### src/rtl/moldudp64_msg_pack_if.sv
// rtl/moldudp64_msg_pack_if.sv - message-in / packed-beat-out bundle for moldudp64_msg_pack
// Purpose: groups the message input stream, packed output stream and status.
// Modports: slave = packer side (consumes in_*, produces out_*/status),
//           master = environment side (message source and beat sink).
interface moldudp64_msg_pack_if #(
  parameter int P_L  = 8,
  parameter int ML_W = 16,
  parameter int MC_W = 16
);
  logic                in_valid_i;
  logic                in_ready_o;
  logic [P_L*8-1:0]    in_data_i;
  logic [P_L-1:0]      in_keep_i;
  logic                in_start_i;
  logic [ML_W-1:0]     in_len_i;
  logic                in_last_i;
  logic                in_pkt_end_i;
  logic                out_valid_o;
  logic                out_ready_i;
  logic [P_L*8-1:0]    out_data_o;
  logic [P_L-1:0]      out_keep_o;
  logic                out_last_o;
  logic [MC_W-1:0]     msg_cnt_o;
  logic                len_err_o;

  modport slave (
    input  in_valid_i, in_data_i, in_keep_i, in_start_i, in_len_i,
           in_last_i, in_pkt_end_i, out_ready_i,
    output in_ready_o, out_valid_o, out_data_o, out_keep_o, out_last_o,
           msg_cnt_o, len_err_o
  );

  modport master (
    output in_valid_i, in_data_i, in_keep_i, in_start_i, in_len_i,
           in_last_i, in_pkt_end_i, out_ready_i,
    input  in_ready_o, out_valid_o, out_data_o, out_keep_o, out_last_o,
           msg_cnt_o, len_err_o
  );
endinterface

### src/rtl/moldudp64_msg_pack.sv
// rtl/moldudp64_msg_pack.sv - MoldUDP64 message block packer (length prefix + contiguous beats)
// Purpose: prefixes each message with its 2-byte big-endian length and packs the
//          byte stream contiguously into P_L-byte beats; reports messages per packet.
// Ports: clk, nreset (async active-low), bus (slave modport: in_* message stream,
//        out_* packed stream, msg_cnt_o, len_err_o).
module moldudp64_msg_pack #(
  parameter int P_L  = 8,
  parameter int ML_W = 16,
  parameter int MC_W = 16
) (
  input logic                 clk,
  input logic                 nreset,
  moldudp64_msg_pack_if.slave bus
);
  localparam int DEPTH = 3 * P_L;
  localparam int FW    = $clog2(DEPTH + 1);
  localparam int BW    = DEPTH * 8;
  localparam int PB    = (P_L + 2) * 8;

  // Byte FIFO held as a flat vector; head byte in [7:0]. Bytes at or above
  // fill_q are kept zero so the output beat needs no extra masking.
  logic [BW-1:0]   buf_q, buf_d;
  logic [FW-1:0]   fill_q, fill_d;
  logic            flush_q, flush_d;
  logic [MC_W-1:0] cnt_q, cnt_d;
  logic [ML_W-1:0] sum_q, sum_d;
  logic [ML_W-1:0] len_q, len_d;
  logic            len_err_q, len_err_d;

  logic             in_acc, out_valid, out_hs;
  logic [FW-1:0]    keep_n, push_n, pop_n, rem_n;
  logic [P_L*8-1:0] data_m;
  logic [PB-1:0]    push_v;
  logic [15:0]      len16;
  logic [ML_W-1:0]  msg_sum, len_cmp;

  // Worst-case push is P_L+2 bytes, so admitting only at fill <= 2*P_L-2
  // keeps the FIFO from overflowing.
  assign bus.in_ready_o  = nreset & ~flush_q & (fill_q <= FW'(2 * P_L - 2));
  assign bus.out_valid_o = out_valid;
  assign bus.out_data_o  = buf_q[P_L*8-1:0];
  assign bus.out_keep_o  = ~({P_L{1'b1}} << fill_q);
  assign bus.out_last_o  = flush_q & (fill_q <= FW'(P_L));
  assign bus.msg_cnt_o   = cnt_q;
  assign bus.len_err_o   = len_err_q;

  always_comb begin
    in_acc    = bus.in_valid_i & bus.in_ready_o;
    out_valid = (fill_q >= FW'(P_L)) | (flush_q & (fill_q != '0));
    out_hs    = out_valid & bus.out_ready_i;

    keep_n = '0;
    data_m = '0;
    for (int k = 0; k < P_L; k++) begin
      keep_n = keep_n + FW'(bus.in_keep_i[k]);
      if (bus.in_keep_i[k]) data_m[k*8 +: 8] = bus.in_data_i[k*8 +: 8];
    end

    len16  = 16'(bus.in_len_i);
    push_v = '0;
    push_n = '0;
    if (in_acc) begin
      if (bus.in_start_i) begin
        // High length byte goes first on the wire.
        push_v = {data_m, len16[7:0], len16[15:8]};
        push_n = keep_n + FW'(2);
      end else begin
        push_v = PB'(data_m);
        push_n = keep_n;
      end
    end

    pop_n = '0;
    if (out_hs) pop_n = (fill_q >= FW'(P_L)) ? FW'(P_L) : fill_q;
    rem_n = fill_q - pop_n;

    // Pop shifts the head out; pushed bytes land right after what remains.
    buf_d  = (buf_q >> {pop_n, 3'b000}) | (BW'(push_v) << {rem_n, 3'b000});
    fill_d = rem_n + push_n;

    msg_sum   = (bus.in_start_i ? '0 : sum_q) + ML_W'(keep_n);
    len_cmp   = bus.in_start_i ? bus.in_len_i : len_q;
    sum_d     = in_acc ? msg_sum : sum_q;
    len_d     = (in_acc & bus.in_start_i) ? bus.in_len_i : len_q;
    len_err_d = in_acc & bus.in_last_i & (msg_sum != len_cmp);

    flush_d = flush_q;
    cnt_d   = cnt_q;
    if (in_acc & bus.in_last_i & bus.in_pkt_end_i) flush_d = 1'b1;
    if (in_acc & bus.in_start_i & ~(&cnt_q)) cnt_d = cnt_q + MC_W'(1);
    // Accept and flush completion are mutually exclusive (ready is low in flush).
    if (out_hs & bus.out_last_o) begin
      flush_d = 1'b0;
      cnt_d   = '0;
    end
  end

  always_ff @(posedge clk or negedge nreset) begin
    if (!nreset) begin
      buf_q     <= '0;
      fill_q    <= '0;
      flush_q   <= 1'b0;
      cnt_q     <= '0;
      sum_q     <= '0;
      len_q     <= '0;
      len_err_q <= 1'b0;
    end else begin
      buf_q     <= buf_d;
      fill_q    <= fill_d;
      flush_q   <= flush_d;
      cnt_q     <= cnt_d;
      sum_q     <= sum_d;
      len_q     <= len_d;
      len_err_q <= len_err_d;
    end
  end
endmodule

### src/flat_wrapper.sv
// flat-port wrapper written by rule: the top's interface ports become plain ports
module moldudp64_msg_pack_flat 
#(
  parameter int P_L  = 8,
  parameter int ML_W = 16,
  parameter int MC_W = 16
)
  (clk, nreset, bus_in_valid_i, bus_in_data_i, bus_in_keep_i, bus_in_start_i, bus_in_len_i, bus_in_last_i, bus_in_pkt_end_i, bus_out_ready_i, bus_in_ready_o, bus_out_valid_o, bus_out_data_o, bus_out_keep_o, bus_out_last_o, bus_msg_cnt_o, bus_len_err_o);
  moldudp64_msg_pack_if #(.P_L(P_L), .ML_W(ML_W), .MC_W(MC_W)) bus_i ();
  input logic clk;
  input logic nreset;
  input wire logic [$bits(bus_i.in_valid_i)-1:0] bus_in_valid_i;
  input wire logic [$bits(bus_i.in_data_i)-1:0] bus_in_data_i;
  input wire logic [$bits(bus_i.in_keep_i)-1:0] bus_in_keep_i;
  input wire logic [$bits(bus_i.in_start_i)-1:0] bus_in_start_i;
  input wire logic [$bits(bus_i.in_len_i)-1:0] bus_in_len_i;
  input wire logic [$bits(bus_i.in_last_i)-1:0] bus_in_last_i;
  input wire logic [$bits(bus_i.in_pkt_end_i)-1:0] bus_in_pkt_end_i;
  input wire logic [$bits(bus_i.out_ready_i)-1:0] bus_out_ready_i;
  output wire logic [$bits(bus_i.in_ready_o)-1:0] bus_in_ready_o;
  output wire logic [$bits(bus_i.out_valid_o)-1:0] bus_out_valid_o;
  output wire logic [$bits(bus_i.out_data_o)-1:0] bus_out_data_o;
  output wire logic [$bits(bus_i.out_keep_o)-1:0] bus_out_keep_o;
  output wire logic [$bits(bus_i.out_last_o)-1:0] bus_out_last_o;
  output wire logic [$bits(bus_i.msg_cnt_o)-1:0] bus_msg_cnt_o;
  output wire logic [$bits(bus_i.len_err_o)-1:0] bus_len_err_o;
  assign bus_i.in_valid_i = bus_in_valid_i;
  assign bus_i.in_data_i = bus_in_data_i;
  assign bus_i.in_keep_i = bus_in_keep_i;
  assign bus_i.in_start_i = bus_in_start_i;
  assign bus_i.in_len_i = bus_in_len_i;
  assign bus_i.in_last_i = bus_in_last_i;
  assign bus_i.in_pkt_end_i = bus_in_pkt_end_i;
  assign bus_i.out_ready_i = bus_out_ready_i;
  assign bus_in_ready_o = bus_i.in_ready_o;
  assign bus_out_valid_o = bus_i.out_valid_o;
  assign bus_out_data_o = bus_i.out_data_o;
  assign bus_out_keep_o = bus_i.out_keep_o;
  assign bus_out_last_o = bus_i.out_last_o;
  assign bus_msg_cnt_o = bus_i.msg_cnt_o;
  assign bus_len_err_o = bus_i.len_err_o;
  moldudp64_msg_pack #(.P_L(P_L), .ML_W(ML_W), .MC_W(MC_W)) u_core (.clk(clk), .nreset(nreset), .bus(bus_i));
endmodule
### config.mk
export PLATFORM = sky130hd
export DESIGN_NAME = moldudp64_msg_pack_flat
export DESIGN_NICKNAME = d
export VERILOG_FILES = /design/src/rtl/moldudp64_msg_pack_if.sv /design/src/rtl/moldudp64_msg_pack.sv /design/src/flat_wrapper.sv
export SDC_FILE = /design/constraint.sdc
export NUM_CORES = 1
export LEC_CHECK = 0
export ABC_AREA = 0
export BUFFER_PORTS_ARGS = -buffer_cell sky130_fd_sc_hd__buf_2
export CAP_MARGIN = 20
export CORE_AREA = 2 2 136 270
export DETAILED_ROUTE_END_ITERATION = 8
export DIE_AREA = 0 0 138 272
export PLACE_DENSITY = 0.85
export SLEW_MARGIN = 20
export SYNTH_ARGS = -nofsm -noshare
export SYNTH_HDL_FRONTEND = slang
export SYNTH_SLANG_ARGS = --single-unit
### constraint.sdc
create_clock -name clk -period 7.43 [get_ports clk]
set_input_delay 0.743 -clock clk [delete_from_list [all_inputs] [get_ports clk]]
set_output_delay 0.743 -clock clk [all_outputs]
set_load 0.05 [all_outputs]
### Word-level counts from Yosys, hierarchy flattened

Cells that the tools add are included.

| word-level totals | value |
|---|---|
| bits in registers | 247 |
| input bits | 95 |
| output and inout port bits | 92 |
| word-level logic and storage cells | 67 |

| operators by class | value |
|---|---|
| add/sub/neg operators | 12 |
| magnitude comparators | 3 |
| eq/ne operators | 1 |
| shifts and indexed selects | 3 |
| mux-type cells | 20 |
| bitwise gates (word level) | 17 |
| reduce and logical (&&, ||, !) cells | 4 |

Operator list:

| operator | count |
|---|---|
| 192-bit OR | 1 |
| 80-bit by 8-bit << shifter with 192-bit output | 1 |
| 192-bit by 8-bit right shift with 192-bit output | 1 |
| 80-bit 2-to-1 mux | 2 |
| 16-bit 2-to-1 mux | 4 |
| 8-bit 2-to-1 mux | 8 |
| 5-bit by 1-bit adder with 5-bit output | 6 |
| 5-bit 2-to-1 mux | 4 |
| 16-bit by 1-bit adder with 16-bit output, second input constant | 1 |
| 16-bit by 5-bit adder with 16-bit output | 1 |
| 16-bit inequality test | 1 |
| 16-bit AND reduction | 1 |
| 1-bit AND | 12 |
| 5-bit by 4-bit <= comparator with 1-bit output, second input constant | 2 |
| 8-bit NOT | 1 |
| 8-bit by 5-bit << shifter with 8-bit output, first input constant | 1 |
| 5-bit by 2-bit adder with 5-bit output, second input constant | 1 |
| 5-bit adder | 1 |
| 5-bit by 4-bit greater-or-equal comparator with 1-bit output, second input constant | 1 |
| 5-bit nonzero test | 1 |
| 5-bit subtractor | 1 |
| 2-bit nonzero test | 2 |
| 1-bit by 1-bit adder with 2-bit output | 1 |
| 1-bit 2-to-1 mux | 2 |
| 2 further kinds | 3 |

### Longest topological paths before layout

| depth | value |
|---|---|
| depth after elaboration | 11 |
| mapped depth | 20 |
| depth with buffers taken out | 18 |

### Least setup slack after synthesis

OpenSTA, ideal clock, no wires.

| timing | value |
|---|---|
| path kind | in2reg |
| start point | input bus_in_keep_i[4] |
| end point | register u_core.len_err_q (netlist: u_core.bus.len_err_o) |
| setup time | 0.136 ns |
| data arrival time | 5.080 ns |
| required time | 7.294 ns |
| slack | 2.214 ns |
| stages | 17 |
| path buffers | 2 |
| cells stage by stage | clkbuf_1 clkbuf_1 inv_1 fa_1 fa_1 fa_1 fa_1 inv_1 ha_1 a21o_1 o21ai_0 nand2_1 xor2_1 xor2_1 o211ai_1 a2111oi_0 a31oi_1 |

| between the ends | value |
|---|---|
| cells in the longest elaborated chain, start to end | 7 |

Ends and longest elaborated chain:

| what | RTL line | RTL |
|---|---|---|
| start: declaration | flat_wrapper.sv:14 | `input wire logic [$bits(bus_i.in_keep_i)-1:0] bus_in_keep_i;` |
| 5-bit by 1-bit adder with 5-bit output (4 in series) | moldudp64_msg_pack.sv:55 | `keep_n = keep_n + FW'(bus.in_keep_i[k]);` |
| 16-bit by 5-bit adder with 16-bit output | moldudp64_msg_pack.sv:81 | `msg_sum = (bus.in_start_i ? '0 : sum_q) + ML_W'(keep_n);` |
| 16-bit inequality test | moldudp64_msg_pack.sv:85 | `len_err_d = in_acc & bus.in_last_i & (msg_sum != len_cmp);` |
| 1-bit AND | moldudp64_msg_pack.sv:85 |  |
| named net u_core.len_err_d | moldudp64_msg_pack.sv:28 | `logic len_err_q, len_err_d;` |
| end signal: assignment | moldudp64_msg_pack.sv:114 | `len_err_q <= len_err_d;` |
| end: declaration | moldudp64_msg_pack.sv:28 |  |

The timed path passes the listed nets, and every way through them passes these cells.
A chain may end at the register's enable or synchronous reset.

### Worst setup path in the final report

| timing | value |
|---|---|
| start point | input bus_out_ready_i |
| end point | register u_core.buf_q[96] |

| between the ends | value |
|---|---|
| cells in the longest elaborated chain, start to end | 5 |
| elaborated cells between the ends (all ways) | 6 |
| classes of those cells | 1 x add/sub; 2 x shift; 1 x mux; 2 x bitwise |

Ends and longest elaborated chain:

| what | RTL line | RTL |
|---|---|---|
| start: declaration | flat_wrapper.sv:19 | `input wire logic [$bits(bus_i.out_ready_i)-1:0] bus_out_ready_i;` |
| 1-bit AND * | moldudp64_msg_pack.sv:50 | `out_hs = out_valid & bus.out_ready_i;` |
| 5-bit 2-to-1 mux * | moldudp64_msg_pack.sv:74 | `if (out_hs) pop_n = (fill_q >= FW'(P_L)) ? FW'(P_L) : fill_q;` |
| 5-bit subtractor | moldudp64_msg_pack.sv:75 | `rem_n = fill_q - pop_n;` |
| 80-bit by 8-bit << shifter with 192-bit output | moldudp64_msg_pack.sv:78 | `buf_d = (buf_q >> {pop_n, 3'b000}) \| (BW'(push_v) << {rem_n, 3'b000});` |
| 192-bit OR * | moldudp64_msg_pack.sv:78 |  |
| named net u_core.buf_d[96] | moldudp64_msg_pack.sv:22 | `logic [BW-1:0] buf_q, buf_d;` |
| end signal: assignment | moldudp64_msg_pack.sv:108 | `buf_q <= buf_d;` |
| end: declaration | moldudp64_msg_pack.sv:22 |  |

Mark *: on every way through the listed nets, which the timed path passes. The rest lies on a longest branch.

==> summary.md <==
| Metric | Value |
|---|---|
| GRT overflow | `0` |
| Violation count after the first detailed-route iteration | `3783` |
| CP cell instances | `buf_2, and4bb_1, nand2_4, inv_1, ha_2, inv_1, fa_2, buf_4, nor2_1, a21oi_1, nor2_1, a211oi_1, o221ai_1` |
| Top post-synthesis cells by area | `dfrtp_1 (27%), nand2_1 (12%), mux2i_1 (7.3%)` |
| CORE AREA | `0.03556 mm²` |
| Final Util | `0.6704` |
| Post-synthesis compound-gate area fraction | `0.2662` |
| # IOs | `187` |
| Layout Nets | `3139` |
| Power per cell area | `443.1 mW/mm²` |
| Period utilisation layout | `0.7364` |
| CP bufs+invs | `4` |
| CP required | `7.83 ns` |
| Crit path time final | `5.472 ns` |
| Post-synth ARST share | `1.000` |
| # fillers | `3131` |
| Post-synth net total | `3215` |
| Post-synth EDFFs | `0` |
| Worst rel slew slack | `0.1742` |
| CTS Buf Count | `25` |
| Area of the die | `0.03754 mm²` |
| Initial antenna violation count | `2` |
| Hpwl dp | `65640 µm` |
| Commonest non-fill, non-tap cell in the layout | `nand2_1` |
| CP arrival | `5.88 ns` |
| Finished Cell Area | `0.02384 mm²` |
| First-pass GRT wire length | `141500 µm` |
| CP Depth | `13` |
| Peak Freq | `182.8 MHz` |
| Placed cell area | `0.02299 mm²` |
| DRC viols | `0` |
| Die Y-Extent | `272 µm` |
| Cts repair resizes | `0` |
| Chip Width | `138 µm` |
| FP Rows | `98` |
| Post-CTS Setup Bufs | `0` |
| Top_reg_cell synth | `dfrtp_1` |
| Final clock skew | `0.02443 ns` |
| Final worst setup slack | `1.958 ns` |
| WL final | `94530 µm` |
| Max-cap viol count | `0` |
| Synthesized area | `0.02272 mm²` |
| P&R area growth vs syn | `4.917%` |
| Crit Path Max Fanout | `90` |
| Syn_area_per_cell | `7.337 µm²` |
| Top cell type by total area after synthesis | `dfrtp_1` |
| Layout cells sized above 1 | `0.1209` |
| Vias in the first global route | `23752` |
| Clock transition at path regs | `0.07 ns` |
| Combinational family with the most area after synthesis | `compound AO/OA/AOI/OAI gates` |
| Buffers added on ports | `186` |
| Status | `completed` |
| Startpoint type of the worst setup path | `input port` |
| Clk_lat worst skew | `0.57 ns` |
| Synth cell types | `74` |
| Synth Area in Adders | `0.01586` |
| Simple-gate share of the synthesized area | `0.2394` |
| Leak pwr | `0.01049 µW` |
| Drt wl/cell | `27.12 µm` |
| Vias | `25588` |
| Worst-Margin Slew | `1.226 ns` |
| Post-synthesis sequential area ratio | `0.2720` |
| Final Hold Viols | `0` |
| Largest net degree at the start of global routing | `202` |
| Synth Instances | `3097` |
| Most frequent cells in the layout | `nand2_1 (708), dfrtp_1 (246), nor2_1 (207), o21ai_0 (205), a21oi_1 (192)` |
| RSZ-0062 raised after global routing | `false` |
| Worst hold path type | `in2async` |
| XOR/XNOR share of the synthesized area | `0.02114` |
| Crit path kind | `in2reg` |
| Peak supply drop | `374.8 µV` |
| Clock root buffer | `clkbuf_16` |
| Max Slew Vio Count | `0` |
| Detail Route Antenna Nets | `0` |
| Yosys top cell area share | `0.2720` |
| Worst reg-to-reg path cell count | `12` |
| Synth Warn # | `0` |
| Initial core utilization | `0.6390` |
| Worst setup EP type | `register` |
| Via-to-Cell Ratio | `7.340` |
| Multiplexer share of the synthesized area | `0.1059` |
| Routability congestion estimate | `1.115` |
| Gr usage total | `0.4817` |
| Family with the most delay on the worst path | `simple AND/OR/NAND/NOR gates` |
| Pre-CTS WS | `1.761 ns` |
| Post-CTS Hold Buffers | `0` |
| Setup violations, final | `0` |
| Setup TNS | `0 ns` |
| Worst path slowest cell | `and4bb_1` |
| CTS tree | `done` |
| TritonCTS sink count | `247` |
| Max clock buf depth | `3` |
| Htree depth | `1` |
| Synthesized flop and latch total | `247` |
| Drt first pass iters | `8` |
| CP max stage delay | `0.72 ns` |
state kept, by name, indices dropped and copies added, names as in the netlist:
register	cells
u_core.buf_q	192
u_core.bus.msg_cnt_o	16
u_core.len_q	16
u_core.sum_q	16
u_core.fill_q	5
u_core.bus.len_err_o	1
u_core.flush_q	1
synthesized netlist by cell type (20+ instances only):
| cell type | instances |
|---|---|
| nor2_1 | 213 |
| and3_1 | 52 |
| nand3_1 | 111 |
| clkbuf_1 | 158 |
| a211oi_1 | 97 |
| xor2_1 | 23 |
| a21oi_1 | 192 |
| buf_2 | 54 |
| buf_1 | 39 |
| dfrtp_1 | 247 |
| nand2_1 | 711 |
| xnor2_1 | 30 |
| o211ai_1 | 50 |
| a22oi_1 | 34 |
| a221o_1 | 20 |
| a31oi_1 | 116 |
| mux2i_1 | 165 |
| o221ai_1 | 83 |
| o21ai_0 | 205 |
| buf_4 | 82 |
| nor3_1 | 21 |
| nor2b_1 | 85 |
| mux2_2 | 37 |
| inv_1 | 24 |
path summary, 6_finish.rpt:
path / startpoint / to / slack (ns)
min: nreset / u_core.bus.msg_cnt_o[4] / 0.28
max: bus_out_ready_i / u_core.buf_q[96] / 1.96
max in group asynchronous: nreset / u_core.len_q[10] / 5.72
min in group clk: bus_in_len_i[8] / u_core.len_q[8] / 0.42
min reg2reg: u_core.sum_q[0] / u_core.sum_q[0] / 0.48
max reg2reg: u_core.fill_q[4] / u_core.buf_q[96] / 1.99
logic make-up after synthesis:
kind of cell / Yosys count
DFF: 247
adders and majority gates: 25
AOI/OAI and AO/OA: 929
muxes: 217
and+or+nand+nor: 1256
buffers and inverters: 369
xor gates and xnor gates: 54
power by group:
group / internal (µW) / leakage (µW) / switching, µW
logic: 1840 / 0.00680 / 4890
registers: 1820 / 0.00328 / 624
clock network: 792 / 0.000407 / 599
worst reg2reg max path, stage by stage, from the launching register on:
cell and delay, ns:
dfrtp_1 0.52, and4bb_1 0.77, nand2_4 0.54, inv_1 0.24, ha_2 0.19, inv_1 0.07
fa_2 0.55, buf_4 0.67, nor2_1 0.50, a21oi_1 0.32, nor2_1 0.07, a211oi_1 0.61
o221ai_1 0.25
per-layer routing:
layer / track usage / wire (µm) / part of all wire
met1: 0.5532 / 30750 / 0.33
met2: 0.7534 / 41410 / 0.44
met3: 0.1250 / 11820 / 0.13
met4: 0.3980 / 10530 / 0.11
met5: 0 / 27 / 0.00029
metrics by stage:
step           hold slack, ns  cells  power (µW)
2_1_floorplan          0.4381   3097        6859
3_3_place_gp           0.4509   3442        8661
3_5_place_dp           0.4623   3442        8772
4_1_cts                0.3117   3483       10160
5_1_grt                0.3493   3485       10860
6_report               0.2789   3486       10560
area by class of cell:
| cell class | count | area, µm² | area share |
|---|---|---|---|
| Timing Repair Buffer | 236 | 1339 | 0.05616 |
| Sequential cell | 247 | 6185 | 0.2594 |
| Antenna cell | 1 | 2.502 | 0.0001050 |
| Clock inverter | 7 | 137.6 | 0.005773 |
| Tap cell | 450 | 563.0 | 0.02362 |
| Clock buffer | 34 | 699.4 | 0.02934 |
| Inverter | 30 | 118.9 | 0.004986 |
| Multi-Input combinational cell | 2481 | 14800 | 0.6206 |
Note: power is estimated with default switching activity, not from simulation.
